## src/rtl/chrono_pkg.sv

```systemverilog
// Shared types and helpers for the lap chronometer.
// Contents: FSM state enum, unit frequency constants, and chrono_div(), which turns an
// input clock frequency and a units selector into the prescaler divide ratio.
package chrono_pkg;

  typedef enum logic [1:0] {
    IDLE  = 2'd0,
    RUN   = 2'd1,
    PAUSE = 2'd2
  } state_t;

  localparam int UNIT_FREQ_MS = 1000;
  localparam int UNIT_FREQ_US = 1000000;

  // Clock cycles per elapsed unit; 0 means the clock is too slow for the chosen unit.
  function automatic int chrono_div(input int freq, input int units);
    return freq / ((units != 0) ? UNIT_FREQ_US : UNIT_FREQ_MS);
  endfunction

endpackage

```

## src/rtl/chrono_lap_fifo.sv

```systemverilog
// Lap FIFO: pointer+count circular buffer with first-word fall-through head.
// Latency: a push into an empty FIFO appears on head_dat_o/vld_o one edge later; a pop advances the head on the next edge.
// Backpressure: a push while full is dropped unless a pop happens in the same cycle; a pop while empty is ignored.
// Ports: clk_i, rst_i (async, active high), clr_i (sync flush), push_i/push_dat_i, pop_i,
//        head_dat_o (zero when empty), vld_o, full_o, count_o.
module chrono_lap_fifo #(
  parameter int WIDTH = 16,
  parameter int DEPTH = 4
) (
  input  logic                     clk_i,
  input  logic                     rst_i,
  input  logic                     clr_i,
  input  logic                     push_i,
  input  logic [WIDTH-1:0]         push_dat_i,
  input  logic                     pop_i,
  output logic [WIDTH-1:0]         head_dat_o,
  output logic                     vld_o,
  output logic                     full_o,
  output logic [$clog2(DEPTH):0]   count_o
);

  localparam int AW = $clog2(DEPTH);

  if ((DEPTH < 2) || ((1 << AW) != DEPTH)) begin : g_bad_depth
    $error("chrono_lap_fifo: DEPTH must be a power of two and at least 2");
  end

  logic [WIDTH-1:0] mem_q [DEPTH];
  logic [AW-1:0]    wr_ptr_q, rd_ptr_q;
  logic [AW:0]      count_q;
  logic             wr_en, rd_en;

  assign vld_o   = (count_q != '0);
  assign full_o  = (count_q == (AW+1)'(DEPTH));
  assign count_o = count_q;

  // A full FIFO still accepts a push when the head leaves on the same edge.
  assign rd_en = pop_i && vld_o && !clr_i;
  assign wr_en = push_i && (!full_o || rd_en) && !clr_i;

  // Masked so the head reads zero out of reset and when drained.
  assign head_dat_o = vld_o ? mem_q[rd_ptr_q] : '0;

  always_ff @(posedge clk_i or posedge rst_i) begin
    if (rst_i) begin
      wr_ptr_q <= '0;
      rd_ptr_q <= '0;
      count_q  <= '0;
    end else if (clr_i) begin
      wr_ptr_q <= '0;
      rd_ptr_q <= '0;
      count_q  <= '0;
    end else begin
      if (wr_en) wr_ptr_q <= wr_ptr_q + AW'(1);
      if (rd_en) rd_ptr_q <= rd_ptr_q + AW'(1);
      case ({wr_en, rd_en})
        2'b10:   count_q <= count_q + (AW+1)'(1);
        2'b01:   count_q <= count_q - (AW+1)'(1);
        default: count_q <= count_q;
      endcase
    end
  end

  always_ff @(posedge clk_i) begin
    if (wr_en) mem_q[wr_ptr_q] <= push_dat_i;
  end

endmodule

```

## src/rtl/lap_chronometer.sv

```systemverilog
// Lap chronometer: prescaled elapsed-time counter with start/stop/clear FSM and lap capture.
// Latency: running follows start by one edge; first count DIV cycles after the start edge; laps visible one edge after capture.
// Backpressure: reader drains laps via lapReadEn; new laps are dropped while the store is full.
// Ports: clk, resetChronometer (async, active high), start/stop/clear/lap/lapReadEn controls;
//        recordTimer, running, overflow, lapData, lapValid, lapFull, lapCount status.
// Build option: define CHRONO_LAP_FIFO_EN for a LAP_DEPTH-entry lap FIFO; otherwise a single lap register is used.
module lap_chronometer #(
  parameter int FREQ_IN      = 10000,
  parameter int SELECT_UNITS = 0,
  parameter int TIMER_WIDTH  = 16,
  parameter int LAP_DEPTH    = 4,
  parameter int SATURATE     = 0
) (
  input  logic                         clk,
  input  logic                         resetChronometer,
  input  logic                         start,
  input  logic                         stop,
  input  logic                         clear,
  input  logic                         lap,
  input  logic                         lapReadEn,
  output logic [TIMER_WIDTH-1:0]       recordTimer,
  output logic                         running,
  output logic                         overflow,
  output logic [TIMER_WIDTH-1:0]       lapData,
  output logic                         lapValid,
  output logic                         lapFull,
  output logic [$clog2(LAP_DEPTH):0]   lapCount
);

  import chrono_pkg::*;

  localparam int DIV = chrono_div(FREQ_IN, SELECT_UNITS);
  localparam int PW  = (DIV > 1) ? $clog2(DIV) : 1;
  localparam int CW  = $clog2(LAP_DEPTH) + 1;
  localparam logic [TIMER_WIDTH-1:0] TMAX = '1;

  if (DIV < 1) begin : g_bad_div
    $error("lap_chronometer: FREQ_IN too low for the selected unit");
  end

  state_t                 state_q, state_d;
  logic [PW-1:0]          presc_q, presc_d;
  logic [TIMER_WIDTH-1:0] timer_q, timer_d;
  logic                   ovf_q, ovf_d;
  logic                   tick;
  logic                   lap_push;

  assign running     = (state_q == RUN);
  assign recordTimer = timer_q;
  assign overflow    = ovf_q;
  assign tick        = running && (presc_q == PW'(DIV - 1));

  // Priority clear > stop > start; a stop always masks a coincident start.
  always_comb begin
    state_d = state_q;
    if (clear) begin
      state_d = IDLE;
    end else if (stop) begin
      if (state_q == RUN) state_d = PAUSE;
    end else if (start) begin
      if (state_q != RUN) state_d = RUN;
    end
  end

  // Prescaler only moves in RUN, so its residue survives a pause.
  always_comb begin
    presc_d = presc_q;
    timer_d = timer_q;
    ovf_d   = ovf_q;
    if (clear) begin
      presc_d = '0;
      timer_d = '0;
      ovf_d   = 1'b0;
    end else if (running) begin
      presc_d = tick ? '0 : presc_q + PW'(1);
      if (tick) begin
        if (timer_q == TMAX) begin
          ovf_d   = 1'b1;
          timer_d = (SATURATE != 0) ? TMAX : '0;
        end else begin
          timer_d = timer_q + TIMER_WIDTH'(1);
        end
      end
    end
  end

  always_ff @(posedge clk or posedge resetChronometer) begin
    if (resetChronometer) begin
      state_q <= IDLE;
      presc_q <= '0;
      timer_q <= '0;
      ovf_q   <= 1'b0;
    end else begin
      state_q <= state_d;
      presc_q <= presc_d;
      timer_q <= timer_d;
      ovf_q   <= ovf_d;
    end
  end

  // Captures the pre-edge time; laps in IDLE or alongside clear are discarded.
  assign lap_push = lap && !clear && (state_q != IDLE);

`ifdef CHRONO_LAP_FIFO_EN
  chrono_lap_fifo #(
    .WIDTH (TIMER_WIDTH),
    .DEPTH (LAP_DEPTH)
  ) u_lap_fifo (
    .clk_i      (clk),
    .rst_i      (resetChronometer),
    .clr_i      (clear),
    .push_i     (lap_push),
    .push_dat_i (timer_q),
    .pop_i      (lapReadEn),
    .head_dat_o (lapData),
    .vld_o      (lapValid),
    .full_o     (lapFull),
    .count_o    (lapCount)
  );
`else
  logic [TIMER_WIDTH-1:0] lap_q;
  logic                   lap_vld_q;

  // A new lap wins over a coincident read; the data stays visible after the read.
  always_ff @(posedge clk or posedge resetChronometer) begin
    if (resetChronometer) begin
      lap_q     <= '0;
      lap_vld_q <= 1'b0;
    end else if (clear) begin
      lap_q     <= '0;
      lap_vld_q <= 1'b0;
    end else if (lap_push) begin
      lap_q     <= timer_q;
      lap_vld_q <= 1'b1;
    end else if (lapReadEn) begin
      lap_vld_q <= 1'b0;
    end
  end

  assign lapData  = lap_q;
  assign lapValid = lap_vld_q;
  assign lapFull  = 1'b0;
  assign lapCount = CW'(lap_vld_q);
`endif

endmodule

```

## config.mk

```make
export PLATFORM = sky130hd
export DESIGN_NAME = lap_chronometer
export DESIGN_NICKNAME = d
export VERILOG_FILES = /design/src/rtl/chrono_pkg.sv /design/src/rtl/chrono_lap_fifo.sv /design/src/rtl/lap_chronometer.sv
export SDC_FILE = /design/constraint.sdc
export NUM_CORES = 1
export LEC_CHECK = 0
export CORE_MARGIN = 1.5
export CORE_UTILIZATION = 53
export DETAILED_ROUTE_END_ITERATION = 12
export PLACE_DENSITY = 0.84
export SYNTH_ARGS = -nofsm -noshare
export SYNTH_HDL_FRONTEND = slang
export SYNTH_HIERARCHICAL = 1
export SYNTH_SLANG_ARGS = --single-unit
```

## constraint.sdc

```tcl
create_clock -name clk -period 2.95 [get_ports clk]
set_clock_uncertainty 0.05 [all_clocks]
set_input_delay 0.59 -clock clk [delete_from_list [all_inputs] [get_ports clk]]
set_output_delay 0.59 -clock clk [all_outputs]
set_load 0.01 [all_outputs]
```

Word-level counts from Yosys, hierarchy flattened
Index checks and enable logic that the tools add are counted.
{ "word_totals": {"ff_bits": 40, "latchBits": 0, "mem_bits_rw": 0, "romBits": 0, "input_bits": 7, "out_inout_bits": 39, "elab_cells": 49, "mem_count": 0} }
{ "op_classes": {"addsub": 2, "n_mul": 0, "n_div": 0, "n_lt_le_gt_ge": 0, "eq_ne": 5, "shift": 0, "mux": 21, "bitwise_logic": 0, "reduce_logical": 15} }
{ "op_table": {"columns": ["operator", "n"], "rows": [
  ["16-bit two-way mux", 6],
  ["16-bit by 1-bit adder with 16-bit output (second input constant)", 1],
  ["16-bit equality test (second input constant)", 1],
  ["4-bit two-way mux", 3],
  ["2-bit two-way mux", 5],
  ["2-bit nonzero test", 5],
  ["3-bit nonzero test", 3],
  ["1-bit two-way mux", 7],
  ["3-bit AND reduction", 2],
  ["4-bit by 1-bit adder with 4-bit output (second input constant)", 1],
  ["4-bit equality test (second input constant)", 1],
  ["1-bit logical AND", 3],
  ["3-bit by 1-bit != test with 1-bit output (second input constant)", 1],
  ["2-bit by 1-bit equality test with 1-bit output (second input constant)", 1],
  ["2-bit by 1-bit != test with 1-bit output (second input constant)", 1],
  ["2-bit AND reduction", 1],
  ["1-bit logical NOT", 1]
]} }

Logic depth before layout (Yosys ltp)
{ "depth": {"depth_word": 5, "depth_mapped": 8, "mapped_depth_nobuf": 6} }

Worst setup path before layout
OpenSTA, ideal clock, no wires.
{ "synth_path": {"path_type": "register -> register", "start": "register presc_q[0]", "end": "register timer_q[5], in the netlist recordTimer[5]", "setup_ns": 0.077, "arrival_time_ns": 1.582, "required_time_ns": 2.823, "slack_ns": 1.241, "stages_incl_launch_ff": 8, "n_path_buf": 2, "period_less_slack_ns": 1.709, "cell_sequence": "dfrtp_1 > ha_1 > and3_1 > a32oi_2 > clkbuf_2 > buf_2 > o21ai_0 > a21oi_1"} }
{ "synth_via": {"elab_chain_cells": 4} }
{ "synth_lines": {"columns": ["item", "line_no", "source"], "rows": [
  ["start, declared", "lap_chronometer.sv:42", "logic [PW-1:0] presc_q, presc_d;"],
  ["start signal, assigned", "lap_chronometer.sv:95", "presc_q <= presc_d;"],
  ["4-bit equality test", "lap_chronometer.sv:51", "assign tick = running && (presc_q == PW'(DIV - 1));"],
  ["1-bit logical AND", "lap_chronometer.sv:51", null],
  ["2-bit nonzero test (no line)", null, null],
  ["2-bit AND reduction (no line)", null, null],
  ["end signal, assigned", "lap_chronometer.sv:96", "timer_q <= timer_d;"],
  ["end, declared", "lap_chronometer.sv:43", "logic [TIMER_WIDTH-1:0] timer_q, timer_d;"]
]} }
Every way passes these cells.
A chain may end at the register's enable or synchronous reset.

Worst setup path after layout
{ "layout_path": {"start": "register state_q[1]", "end": "output running"} }
{ "layout_via": {"elab_chain_cells": 1} }
{ "layout_lines": {"columns": ["item", "line_no", "source"], "rows": [
  ["start, declared", "lap_chronometer.sv:41", "state_t state_q, state_d;"],
  ["start signal, assigned", "lap_chronometer.sv:94", "state_q <= state_d;"],
  ["2-bit by 1-bit equality test with 1-bit output", "lap_chronometer.sv:48", "assign running = (state_q == RUN);"],
  ["end, declared", "lap_chronometer.sv:22", "output logic running,"]
]} }
Every way passes these cells.

==> run summary <==
Outcome: complete, no violations
Peak supply drop: 0.270 mV
Vias in the first global route: 1,588
Routed len/inst: 16.0 µm
Die Width: 63.3 µm
Chip Height: 63.3 µm
FF+latch count, synth: 40
Vias: 1,598
CP Class: reg2out
Filler cells: 268
Clk buf depth: 2
Crit-path max FO: 6
CP Launch Type: flop
Hold-fix buffers, CTS: 0
Clk Latency, worst-skew pair: 0.36 ns
Cell Area, Synth: 0.00193 mm²
Achievable frequency: 0.428 GHz
Area grow syn2layout: 25.8%
Worst-path clk slew: 0.12 ns
Placeable Area: 0.00342 mm²
Die ar.: 0.00401 mm²
Avg Inst Size Synth: 10.6 µm²
Nets@finish: 231
Starting density of the core: 56.4%
Tcrit/Tclk final: 79.1%
Setup violators final: 0
Ant. Diodes: 0
Cells after Synth: 182
Via density: 5.96
Yosys warning total: 6
Commonest non-fill, non-tap cell in the layout: clkdlybuf4s50_1
Setup slack after layout: 0.616 ns
Synth unique cells: 39
Final hold vios: 0
Initial antenna violation count: 0
Unrepaired setup endpoints after global routing: no
Placed Instance Area: 0.00235 mm²
Ports: 46
Root Driver: clkbuf_4
CTS resizes: 0
Tightest Hold Check Type: reg2reg
Postcts setup bufs: 0
R2R setup slack: 0.88 ns
Dpl cells: 260
RD Place Congestion: 0.832
Share of cells above drive strength 1: 6.76%
Final ANT Viol Nets: 0
Worst Max-Slew Pin Slew: 0.848 ns
Starting DRT DRC Count: 124
Area contributors post-synth: dfrtp_1 (52%), a22o_1 (7.3%), a21oi_1 (3.6%), or3_1 (2.9%), nand2_1 (2.3%)
Total GRT Usage: 22.9%
Synth area leader: dfrtp_1
Crit path DAT: 1.69 ns
Cts bufs inserted: 5
Row Count: 21
TNS Setup: 0 ns
Power density cells: 403 mW/mm²
TritonRoute pass-1 iters: 4
Pre-CTS setup slack: 0.658 ns
Largest net degree at the start of global routing: 41
Port bufs: 42
Commonest cells after routing, fill and taps aside: clkdlybuf4s50_1 (42), dfrtp_1 (40), a22o_1 (16)
Hpwl dp: 3010 µm
CTS tree: yes
Final Cell Area: 0.00242 mm²
Leakage power: 1.04 nW
Post-synthesis sequential area ratio: 51.9%
Fin cells: 268
Number of remaining DRC errors: 0
Area fraction of the dominant cell type after synthesis: 51.9%
CP required: 2.31 ns
Worst setup EP type: primary output
Pins Over Slew Limit: 0
First-pass GRT wire length: 7130 µm
Gr ovfl total: 0
Routed WL: 4280 µm
Max_slew headroom: 43.5%
Clk sinks: 40
Max cap viols: 0
H-tree levels: 2
Post-layout min period: 2.33 ns
cells by family (layout without fill, tap and decap cells):
kind of cell / Yosys count / in the layout / synth area share (%)
DFF: 40 / 40 / 51.9
and+or+nand+nor: 59 / 59 / 18.0
AOI/OAI and AO/OA: 53 / 53 / 19.9
xor gates and xnor gates: 5 / 5 / 2.27
other: 1 / 3 / 0.194
adders and majority gates: 3 / 3 / 1.95
buffers and inverters: 21 / 59 / 5.71
synth_stat cells (all sizes together):
cell,number
dfrtp,40
or3,9
nor3,3
a22o,16
o21a,2
nand2b,1
and4bb,1
a32oi,1
o31ai,6
o21ai,8
nand4,6
or4,4
nand3,5
and4,2
a22oi,2
inv,6
nand2,13
xnor2,2
a21o,1
ha,3
a31oi,1
and2,5
nand4b,1
conb,1
xor2,3
a21oi,14
clkbuf,6
o211ai,2
buf,9
nor2,8
and3,1
power breakdown:
part / switching [mW] / total (mW) / internal (mW)
clock network: 0.180 / 0.358 / 0.178
registers: 0.00703 / 0.559 / 0.552
logic: 0.0380 / 0.0612 / 0.0232
critical path, cell delays in order, from the launching register on:
cell             delay (ns)
dfrtp_1                0.44
nand2b_1               0.24
inv_1                  0.12
clkdlybuf4s50_1        0.54
registers in the layout, indices dropped and copies added, names as in the netlist:
| register | cells |
|---|---|
| lapData | 16 |
| recordTimer | 16 |
| presc_q | 4 |
| state_q | 2 |
| lapValid | 1 |
| overflow | 1 |
through the flow:
step                power, mW  utilization [%]  hold WS [ns]
global placement        0.628             68.8         0.437
finish                  0.978             71.0         0.465
floorplan               0.608                -         0.481
global route             1.02             71.0         0.487
CTS                     0.990             71.0         0.474
detailed placement      0.632             68.8         0.444
routing by layer:
layer  track usage [%]  wire [µm]  vias to the layer above
met3              5.89        196                       11
met4              10.1        112                        0
met5                 0          0                        -
met2              40.6       2190                       45
li1                  -          -                      745
met1              25.9       1770                      797
area by class of cell:
| type | instances | area [µm²] | area share [%] |
|---|---|---|---|
| repair buffers | 45 | 443 | 18.3 |
| clock buffers | 6 | 41.3 | 1.70 |
| multi-input cells | 123 | 825 | 34.0 |
| inverters | 6 | 22.5 | 0.929 |
| flip-flops and latches | 40 | 1000 | 41.3 |
| well taps | 46 | 57.6 | 2.37 |
| clock inverters | 2 | 35.0 | 1.44 |
final timing paths:
path	startpoint	end	depth (start not counted)
setup / recovery	state_q[1]$_DFFE_PP0P_	running	3
hold / removal	lapData[0]$_DFFE_PP0P_	lapData[0]$_DFFE_PP0P_	1
setup reg to reg	presc_q[1]$_DFFE_PP0P_	recordTimer[6]$_DFFE_PP0P_	6
hold reg to reg	lapData[0]$_DFFE_PP0P_	lapData[0]$_DFFE_PP0P_	1
max in group asynchronous	resetChronometer	presc_q[0]$_DFFE_PP0P_	3
min in group asynchronous	resetChronometer	lapData[5]$_DFFE_PP0P_	3
(Power assumes the default switching activity.)
